## config.mk

```make
export PLATFORM = sky130hd
export DESIGN_NAME = exu_wbck_arb_flat
export DESIGN_NICKNAME = d
export VERILOG_FILES = /design/src/rtl/exu_wbck_arb_pkg.sv /design/src/rtl/exu_wbck_arb_if.sv /design/src/rtl/exu_wbck_fifo.sv /design/src/rtl/exu_wbck_arb.sv /design/src/flat_wrapper.sv
export SDC_FILE = /design/constraint.sdc
export NUM_CORES = 1
export LEC_CHECK = 0
export ABC_AREA = 1
export CORE_AREA = 2 2 86 88
export DETAILED_ROUTE_END_ITERATION = 7
export DIE_AREA = 0 0 88 90
export HOLD_SLACK_MARGIN = 0.1
export PLACE_DENSITY = 0.84
export SLEW_MARGIN = 20
export SYNTH_ARGS = -nofsm -noshare
export SYNTH_HDL_FRONTEND = slang
export SYNTH_SLANG_ARGS = --single-unit
```

## constraint.sdc

```tcl
create_clock -name clk -period 6.8 [get_ports clk]
set_input_delay 1.36 -clock clk [delete_from_list [all_inputs] [get_ports clk]]
set_output_delay 1.36 -clock clk [all_outputs]
set_load 0.005 [all_outputs]
```

## src/rtl/exu_wbck_arb_pkg.sv

```systemverilog
// Shared definitions for the EXU writeback arbiter: datapath widths,
// the grant-select encoding and the buffered LSU writeback payload.
package exu_wbck_arb_pkg;

    localparam int unsigned XLEN        = 32;
    localparam int unsigned RFIDX_WIDTH = 5;

    // Which source owns the regfile write port this cycle.
    typedef enum logic [1:0] {
        GNT_NONE = 2'd0,
        GNT_ALU  = 2'd1,
        GNT_LSU  = 2'd2
    } gnt_sel_e;

    // One writeback entry as held in the LSU buffer.
    typedef struct packed {
        logic [RFIDX_WIDTH-1:0] rdidx;
        logic [XLEN-1:0]        wdat;
    } wbck_pld_t;

endpackage

```

## src/rtl/exu_wbck_arb_if.sv

```systemverilog
// Writeback request channel (valid/ready handshake plus destination and data).
//   master : result producer (drives valid, wdat, rdidx; sees ready)
//   slave  : writeback arbiter (drives ready)
interface exu_wbck_arb_if
    import exu_wbck_arb_pkg::*;
();
    logic                   valid;
    logic                   ready;
    logic [XLEN-1:0]        wdat;
    logic [RFIDX_WIDTH-1:0] rdidx;

    modport master (output valid, output wdat, output rdidx, input ready);
    modport slave  (input valid, input wdat, input rdidx, output ready);
endinterface

```

## src/rtl/exu_wbck_fifo.sv

```systemverilog
// Small synchronous FIFO for buffered LSU writebacks.
//   clk, rst_n          : clock, async active-low reset (pointers/count only)
//   push, wdata         : write side; caller must not push while full
//   pop, rdata          : read side; rdata is the current head
//   full, empty, count  : occupancy status, count spans 0..DEPTH
module exu_wbck_fifo #(
    parameter int unsigned DEPTH = 2,
    parameter int unsigned WIDTH = 8
) (
    input  logic                         clk,
    input  logic                         rst_n,
    input  logic                         push,
    input  logic [WIDTH-1:0]             wdata,
    input  logic                         pop,
    output logic [WIDTH-1:0]             rdata,
    output logic                         full,
    output logic                         empty,
    output logic [$clog2(DEPTH+1)-1:0]   count
);

    localparam int unsigned PTR_W = $clog2(DEPTH);
    localparam int unsigned CNT_W = $clog2(DEPTH+1);

    logic [WIDTH-1:0] mem_q [DEPTH];
    logic [PTR_W-1:0] wr_ptr_q, wr_ptr_d;
    logic [PTR_W-1:0] rd_ptr_q, rd_ptr_d;
    logic [CNT_W-1:0] count_q, count_d;

    // Pointer/occupancy update; depth is a power of two so pointers wrap naturally.
    always_comb begin
        wr_ptr_d = wr_ptr_q;
        rd_ptr_d = rd_ptr_q;
        count_d  = count_q;
        if (push) wr_ptr_d = wr_ptr_q + PTR_W'(1);
        if (pop)  rd_ptr_d = rd_ptr_q + PTR_W'(1);
        case ({push, pop})
            2'b10:   count_d = count_q + CNT_W'(1);
            2'b01:   count_d = count_q - CNT_W'(1);
            default: count_d = count_q;
        endcase
    end

    always_ff @(posedge clk or negedge rst_n) begin
        if (!rst_n) begin
            wr_ptr_q <= '0;
            rd_ptr_q <= '0;
            count_q  <= '0;
        end else begin
            wr_ptr_q <= wr_ptr_d;
            rd_ptr_q <= rd_ptr_d;
            count_q  <= count_d;
        end
    end

    // Data storage is deliberately left out of reset.
    always_ff @(posedge clk) begin
        if (push) mem_q[wr_ptr_q] <= wdata;
    end

    assign rdata = mem_q[rd_ptr_q];
    assign full  = (count_q == CNT_W'(DEPTH));
    assign empty = (count_q == '0);
    assign count = count_q;

endmodule

```

## src/rtl/exu_wbck_arb.sv

```systemverilog
// EXU writeback arbiter: merges the zero-latency ALU result path and the
// buffered LSU result path onto the single regfile write port.
//   clk, rst_n     : clock, async active-low reset
//   alu_wbck_i     : ALU result channel (ready is combinational grant)
//   lsu_wbck_i     : LSU load result channel (ready = buffer not full)
//   rf_wbck_o_*    : regfile write port; ena suppressed for x0
//   wbck_busy      : LSU buffer holds at least one entry
// Build option: WBCK_STARVE_GUARD_EN enables the ALU starvation guard
// (ALU forced a grant after STARVE_LIMIT stalled cycles); without it the
// LSU buffer has strict priority.
module exu_wbck_arb
    import exu_wbck_arb_pkg::*;
#(
    parameter int unsigned LSU_FIFO_DEPTH = 2,
    parameter int unsigned STARVE_LIMIT   = 4
) (
    input  logic                   clk,
    input  logic                   rst_n,
    exu_wbck_arb_if.slave          alu_wbck_i,
    exu_wbck_arb_if.slave          lsu_wbck_i,
    output logic                   rf_wbck_o_ena,
    output logic [XLEN-1:0]        rf_wbck_o_wdat,
    output logic [RFIDX_WIDTH-1:0] rf_wbck_o_rdidx,
    output logic                   wbck_busy
);

    localparam int unsigned CNT_W = $clog2(LSU_FIFO_DEPTH+1);

    gnt_sel_e         gnt_sel;
    logic             fifo_full;
    logic             fifo_empty;
    logic [CNT_W-1:0] fifo_count;
    logic             fifo_push;
    logic             fifo_pop;
    wbck_pld_t        lsu_pld;
    wbck_pld_t        fifo_head;
    logic             starve_win;

    assign lsu_pld.rdidx     = lsu_wbck_i.rdidx;
    assign lsu_pld.wdat      = lsu_wbck_i.wdat;
    assign lsu_wbck_i.ready  = !fifo_full;
    assign fifo_push         = lsu_wbck_i.valid && !fifo_full;
    assign fifo_pop          = (gnt_sel == GNT_LSU);

    exu_wbck_fifo #(
        .DEPTH (LSU_FIFO_DEPTH),
        .WIDTH ($bits(wbck_pld_t))
    ) u_lsu_fifo (
        .clk   (clk),
        .rst_n (rst_n),
        .push  (fifo_push),
        .wdata (lsu_pld),
        .pop   (fifo_pop),
        .rdata (fifo_head),
        .full  (fifo_full),
        .empty (fifo_empty),
        .count (fifo_count)
    );

`ifdef WBCK_STARVE_GUARD_EN
    localparam int unsigned STV_W = $clog2(STARVE_LIMIT+1);

    logic [STV_W-1:0] stv_cnt_q, stv_cnt_d;

    // Saturating count of consecutive cycles the ALU waited behind the buffer.
    always_comb begin
        stv_cnt_d = stv_cnt_q;
        if (!alu_wbck_i.valid || (gnt_sel == GNT_ALU)) begin
            stv_cnt_d = '0;
        end else if (stv_cnt_q != STV_W'(STARVE_LIMIT)) begin
            stv_cnt_d = stv_cnt_q + STV_W'(1);
        end
    end

    always_ff @(posedge clk or negedge rst_n) begin
        if (!rst_n) stv_cnt_q <= '0;
        else        stv_cnt_q <= stv_cnt_d;
    end

    // Counter may still read saturated the cycle valid drops; only override when ALU is present.
    assign starve_win = alu_wbck_i.valid && (stv_cnt_q == STV_W'(STARVE_LIMIT));
`else
    localparam int unsigned UNUSED_STARVE_LIMIT = STARVE_LIMIT;
    assign starve_win = 1'b0;
`endif

    // Grant select: buffered LSU head first unless the ALU has starved.
    always_comb begin
        gnt_sel = GNT_NONE;
        if (!fifo_empty && !starve_win) begin
            gnt_sel = GNT_LSU;
        end else if (alu_wbck_i.valid) begin
            gnt_sel = GNT_ALU;
        end
    end

    assign alu_wbck_i.ready = (gnt_sel == GNT_ALU);

    // Regfile port mux; x0 writes complete the handshake but never enable.
    always_comb begin
        rf_wbck_o_wdat  = '0;
        rf_wbck_o_rdidx = '0;
        case (gnt_sel)
            GNT_ALU: begin
                rf_wbck_o_wdat  = alu_wbck_i.wdat;
                rf_wbck_o_rdidx = alu_wbck_i.rdidx;
            end
            GNT_LSU: begin
                rf_wbck_o_wdat  = fifo_head.wdat;
                rf_wbck_o_rdidx = fifo_head.rdidx;
            end
            default: ;
        endcase
        rf_wbck_o_ena = rst_n && (gnt_sel != GNT_NONE) && (rf_wbck_o_rdidx != '0);
    end

    assign wbck_busy = (fifo_count != '0);

endmodule
```

## src/flat_wrapper.sv

```systemverilog
// flat-port wrapper written by rule: the top's interface ports become plain ports
module exu_wbck_arb_flat import exu_wbck_arb_pkg::*;
#(
    parameter int unsigned LSU_FIFO_DEPTH = 2,
    parameter int unsigned STARVE_LIMIT   = 4
)
  (clk, rst_n, rf_wbck_o_ena, rf_wbck_o_wdat, rf_wbck_o_rdidx, wbck_busy, alu_wbck_i_valid, alu_wbck_i_wdat, alu_wbck_i_rdidx, alu_wbck_i_ready, lsu_wbck_i_valid, lsu_wbck_i_wdat, lsu_wbck_i_rdidx, lsu_wbck_i_ready);
  exu_wbck_arb_if alu_wbck_i_i ();
  exu_wbck_arb_if lsu_wbck_i_i ();
  input  logic clk;
  input  logic rst_n;
  output logic rf_wbck_o_ena;
  output logic [XLEN-1:0] rf_wbck_o_wdat;
  output logic [RFIDX_WIDTH-1:0] rf_wbck_o_rdidx;
  output logic wbck_busy;
  input wire logic [$bits(alu_wbck_i_i.valid)-1:0] alu_wbck_i_valid;
  input wire logic [$bits(alu_wbck_i_i.wdat)-1:0] alu_wbck_i_wdat;
  input wire logic [$bits(alu_wbck_i_i.rdidx)-1:0] alu_wbck_i_rdidx;
  output wire logic [$bits(alu_wbck_i_i.ready)-1:0] alu_wbck_i_ready;
  input wire logic [$bits(lsu_wbck_i_i.valid)-1:0] lsu_wbck_i_valid;
  input wire logic [$bits(lsu_wbck_i_i.wdat)-1:0] lsu_wbck_i_wdat;
  input wire logic [$bits(lsu_wbck_i_i.rdidx)-1:0] lsu_wbck_i_rdidx;
  output wire logic [$bits(lsu_wbck_i_i.ready)-1:0] lsu_wbck_i_ready;
  assign alu_wbck_i_i.valid = alu_wbck_i_valid;
  assign alu_wbck_i_i.wdat = alu_wbck_i_wdat;
  assign alu_wbck_i_i.rdidx = alu_wbck_i_rdidx;
  assign alu_wbck_i_ready = alu_wbck_i_i.ready;
  assign lsu_wbck_i_i.valid = lsu_wbck_i_valid;
  assign lsu_wbck_i_i.wdat = lsu_wbck_i_wdat;
  assign lsu_wbck_i_i.rdidx = lsu_wbck_i_rdidx;
  assign lsu_wbck_i_ready = lsu_wbck_i_i.ready;
  exu_wbck_arb #(.LSU_FIFO_DEPTH(LSU_FIFO_DEPTH), .STARVE_LIMIT(STARVE_LIMIT)) u_core (.clk(clk), .rst_n(rst_n), .alu_wbck_i(alu_wbck_i_i), .lsu_wbck_i(lsu_wbck_i_i), .rf_wbck_o_ena(rf_wbck_o_ena), .rf_wbck_o_wdat(rf_wbck_o_wdat), .rf_wbck_o_rdidx(rf_wbck_o_rdidx), .wbck_busy(wbck_busy));
endmodule
```

Word-level counts from Yosys, hierarchy flattened. Memory sizes are Yosys's and may differ from the RTL's. Index checks and enable logic that the tools add are counted.

Reductions and logical operators: 9. Equality and inequality tests: 5. Add/subtract/negate cells: 4. Mux-type cells: 7.

Operator list (count): case mux 32 bit (2 select lines) (1); case mux 5 bit (2 select lines) (1); equality test 2 bit, second input constant (3); nonzero test 2 bit (3); nonzero test 5 bit (1); equality test 2 x 1 -> 1 bit, second input constant (2); case mux 2 bit (2 select lines) (1); logical AND 1 bit (3); 2-to-1 mux 1 bit (3); adder 1 bit, second input constant (2); adder 2 x 1 -> 2 bit, second input constant (1); logical NOT 2 bit (1); 2-to-1 mux 2 bit (1); subtractor 2 x 1 -> 2 bit, second input constant (1); logical NOT 1 bit (1).

Word-level logic and storage cells: 29. Bits of input ports: 78. Register bits: 4. Memory bits (writable): 74. Output and inout port bits: 41. Memories kept: 1.

Memories: u_core.u_lsu_fifo.mem_q (depth 2, width 37, rd ports 1, clocked after memory_dff 0, wr ports 1, line exu_wbck_fifo.sv:24) `logic [WIDTH-1:0] mem_q [DEPTH];`.

Longest topological paths before layout.
Depth in word-level cells: 6. Mapped depth: 10. Gate-level depth less buffers: 9.

Cells and area by module. From an unflattened synthesis, not the netlist that was laid out.

Cell total of the unflattened synthesis: 285. Area total of the unflattened synthesis: 3452.1 sq um.

Modules (own cells, without submodules): exu_wbck_fifo (sequential area each 2322.2 sq um, cells an instance 217, area an instance 2959.1 sq um, instances 1); exu_wbck_arb (sequential area each 0.0 sq um, cells an instance 68, area an instance 493.0 sq um, instances 1).

Worst setup path after synthesis. OpenSTA, ideal clock, no wires.

Kind: in2reg. Start point: input port lsu_wbck_i_valid. End point: memory u_core.u_lsu_fifo.mem_q[1][0] (netlist name), enable pin. Library setup time: 0.433 ns. Slack: 3.334 ns. Cell stages on the path: 2. Data arrival time: 3.033 ns. Cells stage by stage: nand2_1 nor2_1.

Cells in the longest elaborated chain, start to end: 3.

Ends and longest elaborated chain: from (decl) (line flat_wrapper.sv:20) `input wire logic [$bits(lsu_wbck_i_i.valid)-1:0] lsu_wbck_i_valid;`; logical AND 1 bit (line exu_wbck_arb.sv:42) `assign fifo_push = lsu_wbck_i.valid && !fifo_full;`; 2-to-1 mux 1 bit (line exu_wbck_fifo.sv:57) `if (push) mem_q[wr_ptr_q] <= wdata;`; 2-to-1 mux 1 bit (implied by the code) (line exu_wbck_fifo.sv:57); to (decl) (line exu_wbck_fifo.sv:24).

No other way between the ends.

Worst setup path in the final report.
Start point: input port alu_wbck_i_valid. End point: output port rf_wbck_o_wdat[12].

Cells in the longest elaborated chain, start to end: 4. Elaborated cells on any way between the ends: 5. Those cells by class: eq/ne: 2; mux: 3.

Ends and longest elaborated chain: from (decl) (line flat_wrapper.sv:16) `input wire logic [$bits(alu_wbck_i_i.valid)-1:0] alu_wbck_i_valid;`; 2-to-1 mux 1 bit (*) (line exu_wbck_arb.sv:92) `end else if (alu_wbck_i.valid) begin`; 2-to-1 mux 2 bit (*) (line exu_wbck_arb.sv:90) `if (!fifo_empty && !starve_win) begin`; equality test 2 bit or equality test 2 x 1 -> 1 bit (tied branches) (line exu_wbck_arb.sv:103) `case (gnt_sel)`; case mux 32 bit (2 select lines) (*) (line exu_wbck_arb.sv:103); to (decl) (line flat_wrapper.sv:13) `output logic [XLEN-1:0] rf_wbck_o_wdat;`.

Mark *: on every way between the ends. The rest lies on a longest branch, timed or not.

==> tab_implementation.tex <==
\begin{tabular}{lr}
\hline
Metric & Value \\
\hline
\multicolumn{2}{l}{\textbf{Job}} \\
Number of maximum-capacitance violations & 0 \\
\multicolumn{2}{l}{\textbf{Clocking}} \\
Clock transition time at the flip-flop clock pins of the worst setup and hold paths & 0.08 ns \\
Clock buffer depth & 2 \\
CTS root buffer & sky130\_fd\_sc\_hd\_\_clkbuf\_8 \\
Clk Latency, worst-skew pair & 0.33 ns \\
Post-cts resize count & 0 \\
Maximum level of the CTS H-tree & 3 \\
Count of clock tree sinks & 78 \\
Hold-fix buffer count after cts & 0 \\
Count of buffers added by post-CTS timing repair for setup & 0 \\
TritonCTS clock tree & yes \\
Number of CTS-inserted buffers & 9 \\
\multicolumn{2}{l}{\textbf{Die}} \\
Die ar. & 7920 sq um \\
Die width & 88 um \\
Die Y-Extent & 90 um \\
Starting density of the core & 46.9\% \\
Core region area & 7020 sq um \\
Number of core rows & 31 \\
I/O pin count & 119 \\
\multicolumn{2}{l}{\textbf{Place}} \\
Last weighted congestion value of the routability-driven placer & 0.711 \\
Count of input and output buffers & 118 \\
Half-perimeter wire length after placement & 4700 um \\
\multicolumn{2}{l}{\textbf{Min path}} \\
Worst hold-check path type & reg2reg \\
Beginning of the worst hold path & u\_core.u\_lsu\_fifo.wr\_ptr\_q\$\_DFFE\_PN0P\_ \\
\multicolumn{2}{l}{\textbf{Routing}} \\
Total number of vias & 2,477 \\
DRC violation total after the first TritonRoute iteration & 102 \\
Post-DR wirelength/cell & 14.2 um \\
Via/cell ratio & 4.93 \\
Drt total wl & 7130 um \\
Number of remaining DRC errors & 0 \\
Number of nets with antenna violations after detailed routing & 0 \\
First-pass iteration count of the detailed router & 4 \\
\multicolumn{2}{l}{\textbf{Yosys}} \\
Syn Nets & 361 \\
Register bit total from synthesis & 78 \\
Synth Cell Area & 3290 sq um \\
Ys Warns & 0 \\
Synth Instances & 282 \\
Mapped Avg Cell Area & 11.7 sq um \\
Fraction of the yosys area taken by sequential cells & 70.6\% \\
Unique cell type count in the Yosys netlist & 23 \\
\multicolumn{2}{l}{\textbf{Timing}} \\
Number of hold-slack violations in the final timing report & 0 \\
Worst slew slack as a fraction of its limit & 56.0\% \\
Final setup violation count & 0 \\
Worst clock skew on the final layout & 0.00879 ns \\
TNS Setup & 0 ns \\
Number of max-slew violations in the final report & 0 \\
Worst Max-Slew Pin Slew & 0.659 ns \\
Time the worst path needs with I/O delays and setup & 4.67 ns \\
Unrepaired setup endpoints after global routing & no \\
Top achievable clock speed & 214 MHz \\
Fraction of the cycle the final worst path needs & 68.7\% \\
\multicolumn{2}{l}{\textbf{Global route}} \\
Global Route Usage Sum & 18.5\% \\
Number of antenna violations at the first check in global routing & 0 \\
Total global routing overflow & 0 \\
Maximum number of pins on one net before global-route repair & 40 \\
Number of global-route vias before repair & 2,506 \\
First-pass GRT wire length & 11,300 um \\
\multicolumn{2}{l}{\textbf{Status}} \\
Run status & completed \\
\multicolumn{2}{l}{\textbf{Final layout}} \\
Fin util & 68.1\% \\
Nets@finish & 477 \\
Antenna Cells & 0 \\
Area growth, synth to finish & 45.3\% \\
Fraction of final layout cells with drive strength greater than 1 & 7.69\% \\
\multicolumn{2}{l}{\textbf{Power}} \\
Power, Total & 1.94 mW \\
Reported leakage power & 1.70 nW \\
Max VDD drop & 0.247 mV \\
Total power per unit cell area & 406 nW/um\^{}2 \\
\multicolumn{2}{l}{\textbf{Setup path}} \\
Maximum net fanout on the critical path & 33 \\
Origin of the critical flop-to-flop path & u\_core.u\_lsu\_fifo.count[0]\$\_DFFE\_PN0P\_ \\
Kind of launch point of the worst setup path & primary input \\
Timing startpoint of the critical path & alu\_wbck\_i\_valid \\
Data arrival time at the worst-slack endpoint & 3.31 ns \\
Critical path required time & 5.44 ns \\
Type of destination of the critical path & output port \\
Kind of critical path & in2out \\
\hline
\end{tabular}
-- where the power goes --
group | internal, mW | switching (mW)
clock | 0.208 | 0.155
combinational | 0.456 | 0.401
sequential | 0.657 | 0.0652
total | 1.32 | 0.621
-- per-stage QoR --
step | instance area (sq um) | setup WS (ns) | instances | hold slack (ns)
floorplan | 3290 | 3.33 | 282 | 0.485
global placement | 4520 | 2.20 | 484 | 0.555
detailed placement | 4520 | 2.15 | 484 | 0.568
CTS | 4730 | 2.12 | 500 | 0.586
global route | 4780 | 1.97 | 502 | 0.616
finish | 4780 | 2.13 | 502 | 0.588
-- cells in the mapped netlist --
cell type | instances | share of area [%]
sky130_fd_sc_hd__inv_1 | 15 | 1.7
sky130_fd_sc_hd__nor2_4 | 1 | 0.34
sky130_fd_sc_hd__nor2_1 | 37 | 4.2
sky130_fd_sc_hd__nand2_4 | 1 | 0.34
sky130_fd_sc_hd__nand2_2 | 3 | 0.57
sky130_fd_sc_hd__nand2_1 | 47 | 5.4
sky130_fd_sc_hd__xor2_1 | 2 | 0.53
sky130_fd_sc_hd__inv_2 | 2 | 0.23
sky130_fd_sc_hd__a21oi_1 | 2 | 0.30
sky130_fd_sc_hd__nand3_1 | 6 | 0.91
sky130_fd_sc_hd__ha_1 | 1 | 0.38
sky130_fd_sc_hd__edfxtp_1 | 74 | 68
sky130_fd_sc_hd__buf_2 | 6 | 0.91
sky130_fd_sc_hd__o21a_1 | 1 | 0.23
sky130_fd_sc_hd__buf_6 | 3 | 1.0
sky130_fd_sc_hd__nand3_2 | 3 | 0.91
sky130_fd_sc_hd__dfrtp_1 | 4 | 3.0
sky130_fd_sc_hd__buf_4 | 2 | 0.46
sky130_fd_sc_hd__xnor2_1 | 1 | 0.27
sky130_fd_sc_hd__o21ai_1 | 17 | 2.6
sky130_fd_sc_hd__or2_2 | 1 | 0.19
sky130_fd_sc_hd__o21ai_0 | 49 | 7.5
sky130_fd_sc_hd__clkbuf_1 | 4 | 0.46
-- flip-flops by register name (all words and copies together) (netlist names) --
| register | count |
|---|---|
| u_core.u_lsu_fifo.mem_q | 74 |
| u_core.u_lsu_fifo.count | 2 |
| u_core.u_lsu_fifo.rd_ptr_q | 1 |
| u_core.u_lsu_fifo.wr_ptr_q | 1 |
-- critical path, stage by stage --
cell and delay [ns]:
sky130_fd_sc_hd__clkdlybuf4s50_1 0.58, sky130_fd_sc_hd__nand2_1 0.12, sky130_fd_sc_hd__inv_2 0.46, sky130_fd_sc_hd__nand2_1 0.12, sky130_fd_sc_hd__o21ai_0 0.13, sky130_fd_sc_hd__clkdlybuf4s50_1 0.54
-- worst paths after layout --
kind | endpoint | slack, ns | depth (start not counted)
worst min register to register | u_core.u_lsu_fifo.wr_ptr_q$_DFFE_PN0P_ | 0.59 | 2
worst min-delay path | u_core.u_lsu_fifo.wr_ptr_q$_DFFE_PN0P_ | 0.59 | 2
worst max register to register | u_core.u_lsu_fifo.mem_q[0][21]$_DFFE_PP_ | 4.91 | 4
worst max-delay path | rf_wbck_o_wdat[12] | 2.13 | 6
max in group asynchronous | u_core.u_lsu_fifo.rd_ptr_q$_DFFE_PN0N_ | 5.34 | 1
min in group asynchronous | u_core.u_lsu_fifo.wr_ptr_q$_DFFE_PN0P_ | 1.25 | 1
-- cell usage in the layout, fill, tap and decap left out, types with 6 or more instances in the layout --
master,count
sky130_fd_sc_hd__clkdlybuf4s50_1,118
sky130_fd_sc_hd__edfxtp_1,74
sky130_fd_sc_hd__o21ai_0,49
sky130_fd_sc_hd__nand2_1,47
sky130_fd_sc_hd__nor2_1,35
sky130_fd_sc_hd__o21ai_1,17
sky130_fd_sc_hd__inv_1,14
sky130_fd_sc_hd__clkbuf_8,9
sky130_fd_sc_hd__nand3_1,6
-- final cells by class --
cell class / count / area (sq um)
sequential: 78 / 2320
tap: 99 / 124
timing repair buffer: 120 / 1230
multi-input combinational: 172 / 825
clock buffer: 11 / 131
fill: 528 / 2240
inverter: 17 / 63.8
clock inverter: 5 / 83.8
-- per-layer routing --
| metal | vias up | GRT usage, % | part of all wire, % |
|---|---|---|---|
| met5 | - | 0 | 0 |
| met4 | 0 | 7.56 | 1.9 |
| met3 | 13 | 3.58 | 5.7 |
| li1 | 1210 | - | - |
| met2 | 88 | 32.4 | 51 |
| met1 | 1166 | 22.0 | 41 |
-- cells by family after synthesis --
kind of cell	count (synthesis)	synth area share, %
buf+inv	32	4.79
fa+ha+maj	1	0.380
simple gates	99	12.9
xor+xnor	3	0.799
compound gates	69	10.6
flops	78	70.6
Power figures use the tool's default switching activity.
